## config.mk

```make
export PLATFORM = sky130hd
export DESIGN_NAME = mem_ctrl_flat
export DESIGN_NICKNAME = d
export VERILOG_FILES = /design/src/rtl/mem_ctrl_pkg.sv /design/src/rtl/mem_ctrl_if.sv /design/src/rtl/mem_ctrl.sv /design/src/flat_wrapper.sv
export SDC_FILE = /design/constraint.sdc
export NUM_CORES = 1
export LEC_CHECK = 0
export ABC_CLOCK_PERIOD_IN_PS = 2700
export BUFFER_PORTS_ARGS = -buffer_cell sky130_fd_sc_hd__buf_2
export CAP_MARGIN = 20
export CELL_PAD_IN_SITES_DETAIL_PLACEMENT = 0
export CELL_PAD_IN_SITES_GLOBAL_PLACEMENT = 1
export CORE_MARGIN = 2
export CORE_UTILIZATION = 35
export DETAILED_ROUTE_END_ITERATION = 16
export GPL_TIMING_DRIVEN = 0
export PLACE_DENSITY = 0.78
export SLEW_MARGIN = 20
export SYNTH_ARGS = -nofsm -noshare
export SYNTH_HDL_FRONTEND = slang
export SYNTH_SLANG_ARGS = --single-unit
```

## constraint.sdc

```tcl
create_clock -name clk -period 2.7 [get_ports clk]
set_input_delay 0.135 -clock clk [delete_from_list [all_inputs] [get_ports clk]]
set_output_delay 0.135 -clock clk [all_outputs]
set_load 0.03 [all_outputs]
```

## src/rtl/mem_ctrl_pkg.sv

```systemverilog
// mem_ctrl_pkg: controller states, access-size codes and the size-to-beat-count helper
package mem_ctrl_pkg;
  typedef enum logic [1:0] {IDLE, READ, WRITE} state_t;
  localparam logic [1:0] MEM_BYTE = 2'b00;
  localparam logic [1:0] MEM_HALF = 2'b01;
  function automatic logic [2:0] beats(input logic [1:0] size);
    return size == MEM_BYTE ? 3'd1 : size == MEM_HALF ? 3'd2 : 3'd4;
  endfunction
endpackage

```

## src/rtl/mem_ctrl_if.sv

```systemverilog
// mem_ctrl_if: IF fetch and MEM load/store request/response bus between the pipeline stages and mem_ctrl
interface mem_ctrl_if;
  logic        if_req, if_cancel, if_done, mem_req, mem_we, mem_done;
  logic [1:0]  mem_size;
  logic [31:0] if_addr, if_data, mem_addr, mem_wdata, mem_rdata;
  modport master (
    output if_req, if_addr, if_cancel, mem_req, mem_we, mem_size, mem_addr, mem_wdata,
    input  if_data, if_done, mem_rdata, mem_done
  );
  modport slave (
    input  if_req, if_addr, if_cancel, mem_req, mem_we, mem_size, mem_addr, mem_wdata,
    output if_data, if_done, mem_rdata, mem_done
  );
endinterface

```

## src/rtl/mem_ctrl.sv

```systemverilog
// mem_ctrl: byte-serial IF/MEM arbiter for an 8-bit RAM port (clk, rst active-low async, bus slave, ram_*, busy); define MEM_CTRL_RR_EN to give IF the turn after each MEM access
module mem_ctrl
  import mem_ctrl_pkg::*;
#(
  parameter int ADDR_W = 17
) (
  input  logic              clk,
  input  logic              rst,
  mem_ctrl_if.slave         bus,
  output logic [ADDR_W-1:0] ram_addr,
  output logic              ram_we,
  output logic [7:0]        ram_dout,
  input  logic [7:0]        ram_din,
  output logic              busy
);
  state_t state, state_n;
  logic [2:0] cnt, n;
  logic [1:0] bi;
  logic [ADDR_W-1:0] base;
  logic [31:0] wdata, rdata;
  logic owner_mem, if_done, mem_done, if_ok, mem_ok, grant, grant_mem, cancel, fin;
  logic unused;
  assign unused = ^{bus.if_addr[31:ADDR_W], bus.mem_addr[31:ADDR_W]};
  assign if_ok = bus.if_req && !bus.if_cancel && !if_done;
  assign mem_ok = bus.mem_req && !mem_done;
  assign grant = state == IDLE && (if_ok || mem_ok);
  assign cancel = state == READ && !owner_mem && bus.if_cancel;
  assign fin = state == READ ? (cnt == n && !cancel) : (state == WRITE && cnt == n - 3'd1);
`ifdef MEM_CTRL_RR_EN
  logic if_turn;
  assign grant_mem = mem_ok && !(if_turn && if_ok);
  always_ff @(posedge clk or negedge rst)
    if (!rst) if_turn <= 1'b0;
    else if (fin) if_turn <= owner_mem;
    else if (grant) if_turn <= 1'b0;
`else
  assign grant_mem = mem_ok;
`endif
  always_comb begin
    state_n = grant ? (grant_mem && bus.mem_we ? WRITE : READ) : (cancel || fin) ? IDLE : state;
  end
  always_ff @(posedge clk or negedge rst)
    if (!rst) state <= IDLE;
    else state <= state_n;
  assign busy = state != IDLE;
  assign ram_we = state == WRITE;
  assign ram_addr = busy ? base + ADDR_W'(cnt) : '0;
  assign ram_dout = ram_we ? 8'(wdata >> {cnt[1:0], 3'b000}) : 8'd0;
  assign bi = cnt[1:0] - 2'd1;
  assign bus.if_data = rdata;
  assign bus.mem_rdata = rdata;
  assign bus.if_done = if_done;
  assign bus.mem_done = mem_done;
  always_ff @(posedge clk or negedge rst)
    if (!rst) begin
      cnt       <= '0;
      n         <= '0;
      base      <= '0;
      wdata     <= '0;
      rdata     <= '0;
      owner_mem <= 1'b0;
      if_done   <= 1'b0;
      mem_done  <= 1'b0;
    end else begin
      if_done  <= fin && !owner_mem;
      mem_done <= fin && owner_mem;
      cnt      <= busy ? cnt + 3'd1 : 3'd0;
      if (grant) begin
        owner_mem <= grant_mem;
        n         <= grant_mem ? beats(bus.mem_size) : 3'd4;
        base      <= grant_mem ? bus.mem_addr[ADDR_W-1:0] : bus.if_addr[ADDR_W-1:0];
        wdata     <= bus.mem_wdata;
        rdata     <= '0;
      end else if (state == READ && cnt != 3'd0) rdata[{bi, 3'b000} +: 8] <= ram_din;
    end
endmodule
```

## src/flat_wrapper.sv

```systemverilog
// flat-port wrapper written by rule: the top's interface ports become plain ports
module mem_ctrl_flat import mem_ctrl_pkg::*;
#(
  parameter int ADDR_W = 17
)
  (clk, rst, ram_addr, ram_we, ram_dout, ram_din, busy, bus_if_req, bus_if_addr, bus_if_cancel, bus_mem_req, bus_mem_we, bus_mem_size, bus_mem_addr, bus_mem_wdata, bus_if_data, bus_if_done, bus_mem_rdata, bus_mem_done);
  mem_ctrl_if bus_i ();
  input  logic clk;
  input  logic rst;
  output logic [ADDR_W-1:0] ram_addr;
  output logic ram_we;
  output logic [7:0] ram_dout;
  input  logic [7:0] ram_din;
  output logic busy;
  input wire logic [$bits(bus_i.if_req)-1:0] bus_if_req;
  input wire logic [$bits(bus_i.if_addr)-1:0] bus_if_addr;
  input wire logic [$bits(bus_i.if_cancel)-1:0] bus_if_cancel;
  input wire logic [$bits(bus_i.mem_req)-1:0] bus_mem_req;
  input wire logic [$bits(bus_i.mem_we)-1:0] bus_mem_we;
  input wire logic [$bits(bus_i.mem_size)-1:0] bus_mem_size;
  input wire logic [$bits(bus_i.mem_addr)-1:0] bus_mem_addr;
  input wire logic [$bits(bus_i.mem_wdata)-1:0] bus_mem_wdata;
  output wire logic [$bits(bus_i.if_data)-1:0] bus_if_data;
  output wire logic [$bits(bus_i.if_done)-1:0] bus_if_done;
  output wire logic [$bits(bus_i.mem_rdata)-1:0] bus_mem_rdata;
  output wire logic [$bits(bus_i.mem_done)-1:0] bus_mem_done;
  assign bus_i.if_req = bus_if_req;
  assign bus_i.if_addr = bus_if_addr;
  assign bus_i.if_cancel = bus_if_cancel;
  assign bus_i.mem_req = bus_mem_req;
  assign bus_i.mem_we = bus_mem_we;
  assign bus_i.mem_size = bus_mem_size;
  assign bus_i.mem_addr = bus_mem_addr;
  assign bus_i.mem_wdata = bus_mem_wdata;
  assign bus_if_data = bus_i.if_data;
  assign bus_if_done = bus_i.if_done;
  assign bus_mem_rdata = bus_i.mem_rdata;
  assign bus_mem_done = bus_i.mem_done;
  mem_ctrl #(.ADDR_W(ADDR_W)) u_core (.clk(clk), .rst(rst), .bus(bus_i), .ram_addr(ram_addr), .ram_we(ram_we), .ram_dout(ram_dout), .ram_din(ram_din), .busy(busy));
endmodule
```

==> results of run 1 <==
[final cells by class]
type                            instances  share of cell area, %
Clock inverter                          6                   1.38
Timing Repair Buffer                  211                   18.6
Tap cell                              180                   3.32
Inverter                                9                  0.553
Clock buffer                           10                   3.38
Multi-Input combinational cell        386                   33.0
Buffer                                 60                   5.79
Sequential cell                        92                   34.0
[routing by layer]
layer / share of wire (%) / vias to the layer above / GRT usage, %
li1: - / 2265 / -
met1: 43 / 2217 / 23.8
met2: 51 / 153 / 32.8
met3: 5.6 / 14 / 3.56
met4: 0.88 / 0 / 5.46
met5: 0 / - / 0
[state kept, by name, indices dropped and copies added, names as in the netlist, 2 cells and up]
name / flops
u_core.base: 17
u_core.wdata: 32
u_core.n: 3
u_core.cnt: 3
u_core.bus.if_data: 32
u_core.state: 2
[worst min-delay path, delay by kind of cell]
| family | cells | cell delay, ns |
|---|---|---|
| AND/OR/NAND/NOR | 2 | 0.09 |
| buffers and inverters | 1 | 0.08 |
[power breakdown]
part	total, mW	switching [mW]	internal, mW
logic	4.15	2.59	1.56
registers	2.29	0.411	1.88
clock network	1.37	0.548	0.820
[synthesized netlist by cell type (2+ instances only)]
master / number
nor2_1: 46
inv_1: 8
nand3_1: 22
a22oi_1: 16
xor2_1: 9
ha_1: 10
o31ai_1: 4
xnor2_1: 4
nand2b_1: 5
o21ai_0: 11
mux4_2: 8
nor3_1: 3
and2_1: 11
clkbuf_1: 16
buf_4: 36
nor2b_1: 6
dfrtp_1: 92
and4_1: 2
buf_2: 8
nand4b_1: 3
nor3b_1: 2
o211ai_1: 3
and3_1: 2
a21oi_1: 25
a21o_1: 2
a31oi_1: 17
nand2_1: 153
or4_1: 4
[metrics by stage]
stage | util, % | power [mW] | area, um2 | TNS (ns)
after floorplan | - | 5.10 | 4910 | 0
after global placement | 43.6 | 6.14 | 6000 | -3.52
after detailed placement | 43.8 | 6.23 | 6040 | -3.53
after CTS | 48.8 | 7.76 | 6720 | 0
after global routing | 49.3 | 8.34 | 6780 | -0.00715
final | 49.3 | 7.81 | 6780 | 0
[logic make-up after synthesis]
| group | count (synthesis) |
|---|---|
| simple gates | 271 |
| buf+inv | 70 |
| xor+xnor | 13 |
| mux | 8 |
| fa+ha+maj | 11 |
| compound gates | 83 |
| flops | 92 |
[final timing paths]
check | slack [ns] | cells after the start | from | end
worst min register to register | 0.45 | 1 | u_core.owner_mem | u_core.bus.if_done
worst min-delay path | -0.0009 | 3 | bus_mem_wdata[2] | u_core.wdata[2]
max in group asynchronous | 1.84 | 3 | rst | u_core.cnt[0]
worst max register to register | 0.21 | 9 | u_core.cnt[0] | u_core.bus.if_data[17]
min in group asynchronous | 0.19 | 2 | rst | u_core.base[15]
worst max-delay path | 0.07 | 8 | u_core.cnt[1] | ram_addr[12]
[repair_timing]
item,in CTS,in global routing
endpoints found under the hold margin,122,0
resized for setup,13,10
setup buffers,1,4
hold buffers,31,0
endpoints found under the setup margin,25,23
pin swaps,0,2
==> results.toml, run 1 <==
[sta]
hold_viol = 1
period_minus_slack_ns = 2.63
worst_pin_slew_ns = 0.554
hold_ws_ns = -0.000908
fin_crit_sh_pct = 97.5
slew_headroom_pct = 63.1
fin_ws_ns = 0.0662
drv_slew = 0
finalSetupViolations = 0
fmax_mhz = 380
clock_skew_ns = 0.0130

[logic_synthesis]
synth_simple_gate_area_share_pct = 24.9
synth_top_cells_by_area = "dfrtp_1, nand2_1, buf_4"
synth_seq_cells = 92
synth_edf_count = 0
syn_inst = 548
synth_fa_ha_area_share_pct = 2.97
synth_top_family_by_area = "simple AND/OR/NAND/NOR gates"
netlist_area_mm2 = 0.00489
synth_compound_area_share_pct = 10.5
synth-warning-count = 0
synth_xor_area_share_pct = 2.33
syn_nets = 671
avgSynthCellArea_um2 = 8.92
synth_seq_area_share_pct = 47.1
ys_dominant_reg_cell = "dfrtp_1"
synth_cell_type_count = 48
synth_top_area_cell = "dfrtp_1"
yosysTopAreaCellShare_pct = 47.1
async_flop_share_pct = 100
synthMuxAreaShare_pct = 3.69

[floorplanning]
die-area_mm2 = 0.0149
die-height_um = 122
start_util_pct = 35.5
core-area_mm2 = 0.0138
rows = 43
die_x_um = 122
io_pins = 205

[global_route]
grt-ovfl-total = 0
grt_pass1_wl_um = 21700
grt_pass1_vias = 4412
grt_max_degree = 74
antenna_found_initial = 0
grt_usage_pct = 18.8

[hold_path]
holdCritPathClass = "in2reg"

[worst_setup_path]
cp-end-kind = "primary output"
required_ns = 2.57
path_max_fanout = 10
crit_family = "simple AND/OR/NAND/NOR gates"
crit_path_max_incr_delay_ns = 0.45
critPathKind = "reg2out"
critical_path.slowest_cell = "or4_1"
worstPathArrival_ns = 2.50
critPathBufInv = 3
cp_cell_sequence = "buf_8, clkinvlp_4, fa_2, nor2b_4, o21ai_4, or4_1, a21oi_2, buf_4"
startpoint_type = "flop"

[finish]
fillerInstances = 1334
area_growth_pct = 38.8
layout.nets = 892
antenna_cells = 0
layout-drive-gt1-share_pct = 35.3
final_cell_mix = "buf_2, nand2_1, dfrtp_1"
multi_input_area_mm2 = 0.00224
seq_area_mm2 = 0.00230
final_cells = 954
final_common_cell = "buf_2"

[run_status]
violations = "hold timing"
status = "finished, violations left"

[cts]
clkSinkCount = 92
clockBufferDepth = 2
htree_levels = 3
cts_tree = "yes"
clkTransAtPathRegs_ns = 0.07
clkLatencyLatePin_ns = 0.34
cts_buffers = 9
cts-root-buf = "clkbuf_16"

[drt]
wl_per_cell_um = 14.8
dr.pass1.iters = 5
drt-initial-drc-count = 259
wl_um = 14100
antenna_left = 0
vias_per_cell = 4.87
route.detailed.drc = 0
routed-via-count = 4649

[power]
peakVddDrop_mv = 0.522
power_leakage_nw = 3.50
power_density_mw_per_mm2 = 1150

[place]
place_inst = 903
port_buffers = 174
place_ws_ns = -0.575
routabilityCongestion = 0.808
dpl.hpwl_um = 10400

[flow_run]
maxCapViolCount = 0
Power figures use the tool's default switching activity.
==> inputs of run 2 (changes only) <==
--- a/config.mk
+++ b/config.mk
@@ -11,10 +11,11 @@
 export CELL_PAD_IN_SITES_DETAIL_PLACEMENT = 0
 export CELL_PAD_IN_SITES_GLOBAL_PLACEMENT = 1
 export CORE_MARGIN = 2
-export CORE_UTILIZATION = 35
+export CORE_UTILIZATION = 36
+export CTS_BUF_LIST = sky130_fd_sc_hd__clkbuf_8
 export DETAILED_ROUTE_END_ITERATION = 16
 export GPL_TIMING_DRIVEN = 0
-export PLACE_DENSITY = 0.78
+export PLACE_DENSITY = 0.8
 export SLEW_MARGIN = 20
 export SYNTH_ARGS = -nofsm -noshare
 export SYNTH_HDL_FRONTEND = slang
==> results.toml, run 2 (synthesis gave the netlist of run 1 again) <==
[run_status]
status = "finished, final reports clean"

[drt]
route.detailed.drc = 0
wl_per_cell_um = 15.0
wl_um = 14300
vias_per_cell = 4.95
antenna_left = 0
routed-via-count = 4714
drt-initial-drc-count = 275
dr.pass1.iters = 5

[worst_setup_path]
startpoint_type = "flop"
rr_worst_depth = 9
worstPathArrival_ns = 2.45
path_max_fanout = 7
critPathKind = "reg2out"
rrSetupSlack_ns = 0.18
cp-end-kind = "primary output"
reg2reg_to = "u_core.bus.if_data[17]"
required_ns = 2.57
r2r-start = "u_core.cnt[0]"
crit_start = "u_core.cnt[1]"

[sta]
fmax_mhz = 387
fin_crit_sh_pct = 95.8
worst_pin_slew_ns = 0.538
hold_ws_ns = 0.0149
finalSetupViolations = 0
period_minus_slack_ns = 2.59
fin_ws_ns = 0.114
hold_viol = 0
setup_tns_ns = 0
slew_headroom_pct = 64.1
clock_skew_ns = 0.00950
drv_slew = 0

[floorplanning]
die-height_um = 121
start_util_pct = 36.9
die_x_um = 121
die-area_mm2 = 0.0145
rows = 42
io_pins = 205
core-area_mm2 = 0.0132

[global_route]
grt_max_degree = 48
grt_pass1_wl_um = 22800
grt_usage_pct = 19.9
grt-ovfl-total = 0
grt_pass1_vias = 4651
antenna_found_initial = 0

[place]
port_buffers = 174
dpl.hpwl_um = 10700
place_inst = 899
routabilityCongestion = 0.876
placed_cell_area_mm2 = 0.00603
place_ws_ns = -0.663

[power]
power_density_mw_per_mm2 = 1120
p_total_mw = 7.52
peakVddDrop_mv = 0.395
power_leakage_nw = 3.48

[finish]
layout-drive-gt1-share_pct = 35.1
layout.nets = 895
finalCoreUtilization_pct = 50.7
final_common_cell = "buf_2"
antenna_cells = 0
final_cell_mix = "buf_2, nand2_1, dfrtp_1"
fillerInstances = 1303
finalInstanceArea_mm2 = 0.00671
area_growth_pct = 37.4
final_cells = 953

[cts]
htree_levels = 3
clkTransAtPathRegs_ns = 0.09
cts-root-buf = "clkbuf_8"
cts_tree = "yes"
clkSinkCount = 92
clkLatencyLatePin_ns = 0.37
cts_buffers = 9
clockBufferDepth = 2

[hold_path]
hold_path_depth = 3
hold_end = "u_core.base[11]"
holdCritPathClass = "in2reg"
min-delay-start = "bus_if_addr[11]"

[flow_run]
maxCapViolCount = 0
[run 2: critical path, stage by stage, from the launching register on]
cell	delay (ns)
dfrtp_2	0.44
buf_4	0.17
ha_1	0.30
a211oi_1	0.11
or2_4	0.31
or4_1	0.40
a21oi_1	0.18
buf_4	0.18
[run 2: final cells by class]
cell class | count | area (um2) | area share [%]
timing repair buffer | 214 | 1300 | 19.3
clock inverter | 7 | 91.3 | 1.36
clock buffer | 9 | 124 | 1.84
sequential | 92 | 2300 | 34.3
buffer | 60 | 398 | 5.93
inverter | 9 | 37.5 | 0.559
tap | 176 | 220 | 3.28
multi-input combinational | 386 | 2240 | 33.4
[run 2: per-layer routing]
layer | share of wire, % | track usage (%) | routed length [um] | vias up
li1 | - | - | - | 2263
met1 | 42 | 25.0 | 6040 | 2275
met2 | 51 | 34.8 | 7360 | 155
met3 | 5.0 | 3.25 | 719 | 21
met4 | 1.4 | 6.69 | 207 | 0
met5 | 0 | 0 | 0 | -
[run 2: what timing repair did]
item,4_1_cts,5_1_grt
endpoints found under the setup margin,29,23
buffers inserted,1,4
endpoints found under the hold margin,79,0
hold buffers,34,0
pin swaps,0,1
resized for setup,15,16
[run 2: how the worst max path moves through the flow]
stage | end | slack [ns] | cells after the start
2_1_floorplan | ram_addr[14] | 0.03 | 7
3_3_place_gp | ram_addr[14] | -0.59 | 8
3_5_place_dp | ram_addr[14] | -0.66 | 8
4_1_cts | ram_addr[14] | -0.03 | 8
5_1_grt | u_core.bus.if_data[19] | -0.03 | 9
6_report | ram_addr[15] | 0.11 | 7
[run 2: power breakdown]
| group | total [mW] | switching [mW] | internal [mW] | leakage [nW] |
|---|---|---|---|---|
| Sequential | 2.30 | 0.423 | 1.88 | 1.17 |
| Clock | 1.02 | 0.502 | 0.520 | 0.115 |
| Combinational | 4.20 | 2.60 | 1.59 | 2.19 |
==> inputs of run 3 (changes only) <==
--- a/config.mk
+++ b/config.mk
@@ -5,17 +5,19 @@
 export SDC_FILE = /design/constraint.sdc
 export NUM_CORES = 1
 export LEC_CHECK = 0
+export ABC_AREA = 1
 export ABC_CLOCK_PERIOD_IN_PS = 2700
 export BUFFER_PORTS_ARGS = -buffer_cell sky130_fd_sc_hd__buf_2
 export CAP_MARGIN = 20
 export CELL_PAD_IN_SITES_DETAIL_PLACEMENT = 0
 export CELL_PAD_IN_SITES_GLOBAL_PLACEMENT = 1
 export CORE_MARGIN = 2
-export CORE_UTILIZATION = 36
-export CTS_BUF_LIST = sky130_fd_sc_hd__clkbuf_8
+export CORE_UTILIZATION = 35
+export CTS_BUF_LIST = sky130_fd_sc_hd__clkbuf_4 sky130_fd_sc_hd__clkbuf_8
 export DETAILED_ROUTE_END_ITERATION = 16
 export GPL_TIMING_DRIVEN = 0
-export PLACE_DENSITY = 0.8
+export PLACE_DENSITY = 0.79
+export SETUP_SLACK_MARGIN = 0.3
 export SLEW_MARGIN = 20
 export SYNTH_ARGS = -nofsm -noshare
 export SYNTH_HDL_FRONTEND = slang
==> results.toml, run 3 <==
[power]
p_total_mw = 7.38
p_sw_mw = 3.64
combPwrFrac_pct = 58.5
peakVddDrop_mv = 0.619
clock_power_share_pct = 11.9
power_leakage_nw = 3.86
switching_share_pct = 49.3
power_density_mw_per_mm2 = 1020
power.internal_mw = 3.74
seq_power_share_pct = 29.6

[worst_setup_path]
rrSetupSlack_ns = 0.47
required_ns = 2.57
startpoint_type = "flop"
rr_worst_depth = 7
r2r-start = "u_core.state[0]"
cp_cell_sequence = "inv_2, buf_8, fa_2, o21ai_4, nand2_2, o21bai_1, nand2_1, nor2_1, buf_4"
crit_path_max_incr_delay_ns = 0.43
path_max_fanout = 5
cp-end-kind = "primary output"
critPathKind = "reg2out"
worstPathArrival_ns = 2.18
crit_family = "adder cells"
critical_path.slowest_cell = "fa_2"
critPathBufInv = 3
reg2reg_to = "u_core.base[9]"

[cts]
clockBufferDepth = 2
clkLatencyLatePin_ns = 0.38
clkTransAtPathRegs_ns = 0.09
cts-root-buf = "clkbuf_8"
cts_buffers = 9
clkSinkCount = 92
htree_levels = 3
cts_tree = "yes"

[global_route]
grt_usage_pct = 19.9
met3_usage_pct = 2.63
grt_max_degree = 60
grt_pass1_wl_um = 25400
grtUsageMet2_pct = 33.6
grt.met1_usage_pct = 26.6
antenna_found_initial = 0
grt-ovfl-total = 0
grt.busiest_layer = "met2"
grt_pass1_vias = 5199

[drt]
antenna_left = 0
vias_per_cell = 4.65
wl_per_cell_um = 13.4
routed-via-count = 5306
route.detailed.drc = 0
dr.pass1.iters = 4
drt-initial-drc-count = 247
wl_um = 15300

[floorplanning]
rows = 44
die-height_um = 126
io_pins = 205
core-area_mm2 = 0.0145
die-area_mm2 = 0.0159
die_x_um = 126
start_util_pct = 35.8

[hold_path]
hold_end = "u_core.base[6]"
hold_path_depth = 3
min-delay-start = "bus_if_addr[6]"
holdCritPathClass = "in2reg"

[sta]
worst_pin_slew_ns = 0.596
rsz0062_at_grt = "yes"
period_minus_slack_ns = 2.32
drv_slew = 0
clock_skew_ns = 0.00886
setup_tns_ns = 0
hold_viol = 0
slew_headroom_pct = 60.3
fin_crit_sh_pct = 85.9
finalSetupViolations = 0
fmax_mhz = 431

[finish]
final_common_cell = "nand2_1"
area_growth_pct = 39.2
final_cell_mix = "nand2_1, buf_2, dfrtp_1"
antenna_cells = 0
layout-drive-gt1-share_pct = 29.8
finalCoreUtilization_pct = 49.9
finalInstanceArea_mm2 = 0.00725
layout.nets = 1075

[logic_synthesis]
async_flop_share_pct = 100
ys_dominant_reg_cell = "dfrtp_1"
synth_top_area_cell = "dfrtp_1"
synth_top_cells_by_area = "dfrtp_1, nand2_1, nor2_1"
yosysTopAreaCellShare_pct = 44.2
ys_top_cells_by_count = "nand2_1, nor2_1, dfrtp_1"
synth_edf_count = 0
avgSynthCellArea_um2 = 7.41
synth_cell_type_count = 31
syn_nets = 826
netlist_area_mm2 = 0.00521
synth-warning-count = 0
syn_inst = 703
synthMostInstantiatedCell = "nand2_1"
synth_seq_cells = 92
synth_seq_area_share_pct = 44.2

[place]
dpl.hpwl_um = 11200
port_buffers = 174
routabilityCongestion = 0.792
placed_cell_area_mm2 = 0.00634

[run_status]
status = "finished, final reports clean"

[flow_run]
maxCapViolCount = 0
## run 3: layout make-up
cell class	count	area [um2]
fill	1512	7290
tap	184	230
multi-input combinational	482	2300
clock inverter	5	37.5
sequential	92	2300
buffer	60	437
clock buffer	11	139
timing repair buffer	238	1540
inverter	69	259
## run 3: cells by family (layout without fill, tap and decap cells)
| kind of cell | after synthesis | count (layout) | synth area share [%] |
|---|---|---|---|
| compound gates | 119 | 119 | 12.5 |
| buf+inv | 129 | 383 | 13.0 |
| flops | 92 | 92 | 44.2 |
| xor+xnor | 4 | 4 | 0.673 |
| simple gates | 348 | 348 | 26.8 |
| fa+ha+maj | 11 | 11 | 2.79 |
## run 3: per-layer routing
| layer | vias up | share of wire [%] |
|---|---|---|
| li1 | 2698 | - |
| met5 | - | 0 |
| met1 | 2442 | 46 |
| met2 | 152 | 48 |
| met4 | 0 | 1.2 |
| met3 | 14 | 4.7 |
## run 3: power groups by stage
stage	Sequential, mW	Clock [mW]	Combinational [mW]
4_1_cts	2.17	0.902	4.17
3_5_place_dp	2.22	0	3.85
5_1_grt	2.26	0.962	4.81
6_report	2.18	0.878	4.32
3_3_place_gp	2.21	0	3.82
2_1_floorplan	2.20	0	2.72
## run 3: worst max-delay path by stage
stage               cells past startpoint     startpoint  slack, ns      endpoint
floorplan                               6  u_core.cnt[1]       0.41   ram_addr[4]
global placement                        9  u_core.cnt[1]       0.11  ram_addr[16]
detailed placement                      9  u_core.cnt[1]       0.12  ram_addr[16]
CTS                                    11  u_core.cnt[1]       0.30  ram_addr[14]
global route                           11  u_core.cnt[1]       0.27   ram_addr[9]
finish                                  9  u_core.cnt[1]       0.38  ram_addr[16]
## run 3: repair_timing
item                                    in CTS  in global routing
hold buffers                                55                  0
pin swaps                                    1                  5
endpoints found under the setup margin      31                 40
setup buffers                                4                  4
hold endpoints to repair                    97                  0
gates resized for setup                     12                 32
## run 3: tightest hold or removal path, cell delays in order
cell and delay, ns:
buf_2 0.10, nand2_1 0.05, a31oi_1 0.07
## run 3: through the flow
stage,std cells,hold WS [ns],setup slack [ns]
6_report,1141,0.0130,0.382
5_1_grt,1141,0.0184,0.273
4_1_cts,1137,0.000492,0.301
3_5_place_dp,1062,0.0450,0.118
3_3_place_gp,1061,0.338,0.113
2_1_floorplan,703,-0.161,0.414
